### src/rtl/socdebug_axis_fifo.sv
// socdebug_axis_fifo: byte-wide AXI-Stream FIFO with tlast, occupancy status and synchronous flush
module socdebug_axis_fifo #(
  parameter int DATA_W     = 8,
  parameter int DEPTH_LOG2 = 4
) (
  input  logic                  clk,
  input  logic                  resetn,
  input  logic                  flush,
  input  logic                  s_tvalid,
  output logic                  s_tready,
  input  logic [DATA_W-1:0]     s_tdata,
  input  logic                  s_tlast,
  output logic                  m_tvalid,
  input  logic                  m_tready,
  output logic [DATA_W-1:0]     m_tdata,
  output logic                  m_tlast,
  output logic [DEPTH_LOG2:0]   fifo_level,
  output logic                  fifo_empty,
  output logic                  fifo_full
);
  localparam int DEPTH = 1 << DEPTH_LOG2;
  localparam logic [DEPTH_LOG2:0] FULL = {1'b1, {DEPTH_LOG2{1'b0}}};
  logic [DATA_W:0]       mem [DEPTH];
  logic [DEPTH_LOG2-1:0] wr_ptr, rd_ptr;
  logic [DEPTH_LOG2:0]   level_next;
  logic                  push, pop;
  assign push = s_tvalid & s_tready;
  assign pop = m_tvalid & m_tready;
  assign {m_tlast, m_tdata} = mem[rd_ptr];
  assign fifo_empty = fifo_level == '0;
  assign fifo_full = fifo_level == FULL;
  // occupancy after this edge; flush overrides any concurrent push or pop
  always_comb
    level_next = flush ? '0 : fifo_level + (DEPTH_LOG2+1)'(push) - (DEPTH_LOG2+1)'(pop);
  // storage, pointers and registered handshake flags
  always_ff @(posedge clk or negedge resetn)
    if (!resetn) begin
      mem <= '{default: '0};
      wr_ptr <= '0;
      rd_ptr <= '0;
      fifo_level <= '0;
      m_tvalid <= 1'b0;
      s_tready <= 1'b0;
    end else begin
      if (push && !flush) mem[wr_ptr] <= {s_tlast, s_tdata};
      wr_ptr <= flush ? '0 : wr_ptr + DEPTH_LOG2'(push);
      rd_ptr <= flush ? '0 : rd_ptr + DEPTH_LOG2'(pop);
      fifo_level <= level_next;
      m_tvalid <= level_next != '0;
      s_tready <= (level_next < FULL) & !flush;
    end
endmodule

### config.mk
export PLATFORM = sky130hd
export DESIGN_NAME = socdebug_axis_fifo
export DESIGN_NICKNAME = d
export VERILOG_FILES = /design/src/rtl/socdebug_axis_fifo.sv
export SDC_FILE = /design/constraint.sdc
export NUM_CORES = 1
export LEC_CHECK = 0
export CAP_MARGIN = 10
export CORE_MARGIN = 8
export CORE_UTILIZATION = 55
export DETAILED_ROUTE_END_ITERATION = 8
export HOLD_SLACK_MARGIN = 0.15
export PLACE_DENSITY = 0.73
export SYNTH_ARGS = -nofsm -noshare
export SYNTH_HDL_FRONTEND = slang
export SYNTH_SLANG_ARGS = --single-unit
### constraint.sdc
create_clock -name clk -period 2.41 [get_ports clk]
set_input_delay 0.241 -clock clk [delete_from_list [all_inputs] [get_ports clk]]
set_output_delay 0.241 -clock clk [all_outputs]
set_load 0.05 [all_outputs]
## Word level (Yosys, flattened, before mapping)

Index checks and enable logic that the tools add are counted.

| operators by class | value |
|---|---|
| $add $sub $neg | 4 |
| magnitude comparators | 4 |
| equality and inequality tests | 1 |
| multiplexer cells | 9 |
| bitwise operators | 5 |
| reductions and logical operators | 5 |

Operators with widths:

| kind | number |
|---|---|
| $bwmux W144 | 1 |
| $bmux W9 S4 | 1 |
| $demux W9 S4 | 1 |
| $mux W9 | 3 |
| $ge A5 B5 Y1 const B | 2 |
| $not A4 Y5 | 2 |
| $add A4 B1 Y4 | 2 |
| $mux W4 | 2 |
| $add A5 B1 Y5 | 1 |
| $eq A5 B5 Y1 const B | 1 |
| $logic_not A5 Y1 | 1 |
| $lt A5 B1 Y1 const B | 1 |
| $lt A5 B5 Y1 const B | 1 |
| $mux W5 | 1 |
| $reduce_bool A5 Y1 | 1 |
| $sub A5 B1 Y5 | 1 |
| $and A1 B1 Y1 | 3 |
| $logic_and A1 B1 Y1 | 2 |
| $logic_not A1 Y1 | 1 |

| storage, ports and cells | value |
|---|---|
| flip-flop bits (word level) | 159 |
| bits of input ports | 14 |
| output and inout port bits | 18 |
| logic and storage cells | 49 |

## Longest topological paths before layout

| logic depth | value |
|---|---|
| word-level depth | 6 |
| depth in mapped cells | 10 |
| gate-level depth less buffers | 10 |

## Worst setup path before layout

No wires, ideal clock.

| timing | value |
|---|---|
| kind | reg-to-output |
| start point | register fifo_level[3] |
| end point | output fifo_empty |
| arrival | 2.461 ns |
| data required time | 2.169 ns |
| setup slack | -0.292 ns |
| stages on the path, launching flop included | 4 |
| buffers on the path | 0 |
| cell sequence | dfrtp_1 inv_1 ha_1 nor4b_1 |

| on the way | value |
|---|---|
| cells in the longest elaborated chain, start to end | 1 |

Ends and longest elaborated chain:

| element | line | text |
|---|---|---|
| start, declared | 17 | `output logic [DEPTH_LOG2:0] fifo_level,` |
| start signal, assigned | 48 | `fifo_level <= level_next;` |
| $logic_not A5 Y1 | 30 | `assign fifo_empty = fifo_level == '0;` |
| end, declared | 18 | `output logic fifo_empty,` |

No other way between the ends.

## Worst setup path after layout

| timing | value |
|---|---|
| start point | register rd_ptr[0] |
| end point | output m_tlast |

| on the way | value |
|---|---|
| cells in the longest elaborated chain, start to end | 4 |

Ends and longest elaborated chain:

| element | line | text |
|---|---|---|
| start, declared | 24 | `logic [DEPTH_LOG2-1:0] wr_ptr, rd_ptr;` |
| start signal, assigned | 47 | `rd_ptr <= flush ? '0 : rd_ptr + DEPTH_LOG2'(pop);` |
| $not A4 Y5 (not written as such) | 29 | `assign {m_tlast, m_tdata} = mem[rd_ptr];` |
| $bmux W9 S4 | 29 |  |
| $mux W9 (not written as such) (2 in series) | 29 |  |
| end, declared | 16 | `output logic m_tlast,` |

No other way between the ends. The select of a mux whose other input is x is not followed.

==> impl_results.md <==
- All-layer global routing usage: 0.192
- Filler Cell Count: 871
- DP Wirelength: 9.94 mm
- H-tree levels: 4
- Final ANT Viol Nets: 0
- Max VDD drop: 0.826 mV
- Starting Density: 0.558
- Distinct cells, synth: 36
- Layout cells sized above 1: 0.521
- Vias: 4,248
- Drc violations: 0
- Final WS setup: -0.874 ps
- Fin crit share: 1.00
- CTS tree: done
- Final net count: 559
- Syn Area/Cell: 15.3 sq um
- Sequential fraction of the synthesis area: 0.545
- RSZ-0062 raised after global routing: yes
- CP max FO: 6
- Initial DRC count: 267
- Core area: 13,100 sq um
- Fin Clk Skew: 7.11 ps
- Die Area: 17,200 sq um
- Leakage Power: 4.19 nW
- Synth warn: 0
- Hold_ws: 389 ps
- Ant diodes: 0
- Clock Latency Late Sink: 420 ps
- Routed len/inst: 21.8 um
- Chip width: 131 um
- Vias in the first global route: 4,622
- Fin. max-slew vios: 0
- Max-cap check violation count: 0
- CTS root buf: clkbuf_16
- Wire length of the first global-routing pass: 25.5 mm
- Hold Fails Final Rpt: 0
- Drt pass-1 iters: 4
- Cells after DPL: 684
- I/O pins: 32
- Outcome: finished, violations left
- Pwr dens: 938 nW/um^2
- FP Rows: 42
- Syn Nets: 501
- Crit path DAT: 2170 ps
- Clock buffer depth: 2
- Worst setup path category: reg -> out
- Vias per inst: 5.88
- Req. time, crit path: 2170 ps
- Setup violators final: 1
- Worst-path clk slew: 60 ps
- Port bufs: 31
- GPL Wtd Cong: 0.752
- Crit start category: flop
- DRT Wirelength: 15.8 mm
- Worst Setup End Kind: primary output
- Cell area after synthesis: 7300 sq um
- Slew margin rel.: 0.521
- GR Overflow Total: 0
- Register bit total from synthesis: 159
- Area delta synth->final: 22.0%
- Syn Inst Count: 476
- Worst slew pin tran: 719 ps
- Initial antenna violation count: 0
- Failing checks: setup timing
- CTS Buf Count: 17
- Die Y: 131 um
- Largest net degree at the start of global routing: 65
- CTS sink cnt: 159
- Min cycle time layout: 2410 ps
- R2R Setup Slk: 180 ps
- Max Freq: 415 MHz
- Hold Crit Class: in -> async
- Post-Layout Cell Count: 723
-- cell families (layout without fill, tap and decap cells) --
kind of cell	after synthesis	after routing	synth area share
multiplexers	181	181	0.336
buffers and inverters	34	105	0.0197
flip-flops	159	159	0.545
adder cells (fa/ha/maj)	11	11	0.0199
AO/OA/AOI/OAI	20	20	0.0173
AND/OR/NAND/NOR	63	63	0.0518
XOR/XNOR	8	8	0.00960
-- flip-flops by register name, indices dropped and copies added, names as in the netlist --
name        flops
rd_ptr          4
m_tvalid        1
mem           144
s_tready        1
fifo_level      5
wr_ptr          4
-- worst paths after layout --
check                               startpoint              endpoint  cells after the start
max                        rd_ptr[0]$_DFF_PN0_               m_tlast                      4
min                                     resetn  mem[105]$_DFFE_PN0P_                      2
max reg2reg                 m_tvalid$_DFF_PN0_    m_tvalid$_DFF_PN0_                     10
min reg2reg                mem[10]$_DFFE_PN0P_   mem[10]$_DFFE_PN0P_                      1
max in group asynchronous               resetn   mem[61]$_DFFE_PN0P_                      3
min in group clk           mem[10]$_DFFE_PN0P_   mem[10]$_DFFE_PN0P_                      1
-- cell usage after synthesis, drive strengths merged --
master	count	area, sq um
dfrtp	159	3980
mux2	144	1620
mux4	37	833
nor2	24	120
o22ai	16	100
buf	14	68.8
clkbuf	13	48.8
nor2b	11	68.8
ha	10	125
nand2	9	41.3
inv	7	26.3
nand2b	5	31.3
xnor2	5	43.8
xor2	3	26.3
a21oi	2	10.0
and3	2	12.5
nand3	2	10.0
nor3	2	26.3
nor4b	2	23.8
a21o	1	7.51
a41oi	1	8.76
and2	1	6.26
fa	1	20.0
nand4	1	6.26
nor4	1	6.26
nor4bb	1	10.0
or2	1	6.26
or3b	1	8.76
-- layout by cell type, fill, tap and decap left out, types with 3 or more instances in the layout --
master,count
dfrtp_1,156
nand2_2,3
nand2_1,6
ha_1,10
clkbuf_8,3
buf_6,6
mux4_2,37
bufinv_16,4
inv_1,7
xor2_1,3
clkdlybuf4s50_1,19
o22ai_2,6
nand2b_1,5
buf_4,26
clkbuf_16,18
xnor2_1,5
clkbuf_1,3
nor2_1,15
o22ai_4,5
nor2b_1,11
nor2_4,3
dfrtp_2,3
nor2_2,6
o22ai_1,5
mux2_2,143
buf_12,9
-- layer usage --
metal	share of wire	track usage	vias up	wire length [um]
met5	0	0	-	0
met4	0.011	0.0600	0	172
met3	0.029	0.0465	16	459
met2	0.51	0.319	53	8020
met1	0.45	0.245	2297	7130
li1	-	-	1882	-
-- per-stage QoR --
step | TNS (ps) | total power (W) | utilization | setup slack (ps) | cell area, sq um
5_1_grt | -317 | 0.00869 | 0.680 | -68.8 | 8900
4_1_cts | -169 | 0.00839 | 0.677 | -65.5 | 8860
6_report | -0.874 | 0.00835 | 0.680 | -0.874 | 8900
3_5_place_dp | -162 | 0.00530 | 0.611 | -98.0 | 8000
2_1_floorplan | 0 | 0.00460 | - | 22.3 | 7310
3_3_place_gp | -53.3 | 0.00525 | 0.611 | -51.6 | 8000
-- cell type report --
| class | instances | area, sq um | area share |
|---|---|---|---|
| multi-input cells | 283 | 3300 | 0.371 |
| inverters | 7 | 26.3 | 0.00295 |
| clock inverters | 9 | 158 | 0.0177 |
| clock buffers | 23 | 478 | 0.0537 |
| flip-flops and latches | 159 | 3980 | 0.447 |
| well taps | 176 | 220 | 0.0247 |
| repair buffers | 66 | 736 | 0.0827 |
-- worst max-delay path, cell delays in order, from the launching register on --
cell	delay, ps
dfrtp_2	410
buf_12	150
mux4_2	510
mux4_2	510
buf_6	170
-- power by group --
group / switching [W] / internal [W] / leakage [nW]
Clock: 0.00102 / 0.00182 / 0.304
Combinational: 0.00133 / 0.00110 / 1.70
Sequential: 0.000170 / 0.00290 / 2.19
Total: 0.00253 / 0.00582 / 4.19
-- timing repair --
| action | 4_1_cts | 5_1_grt |
|---|---|---|
| cloned | 2 | 1 |
| gates resized for setup | 23 | 8 |
| hold buffers | 1 | 0 |
| buffers inserted | 3 | 1 |
| setup endpoints to repair | 9 | 11 |
| pin swaps | 3 | 1 |
| hold endpoints to repair | 61 | 0 |
No activity file was read; power rests on OpenSTA's default activity.
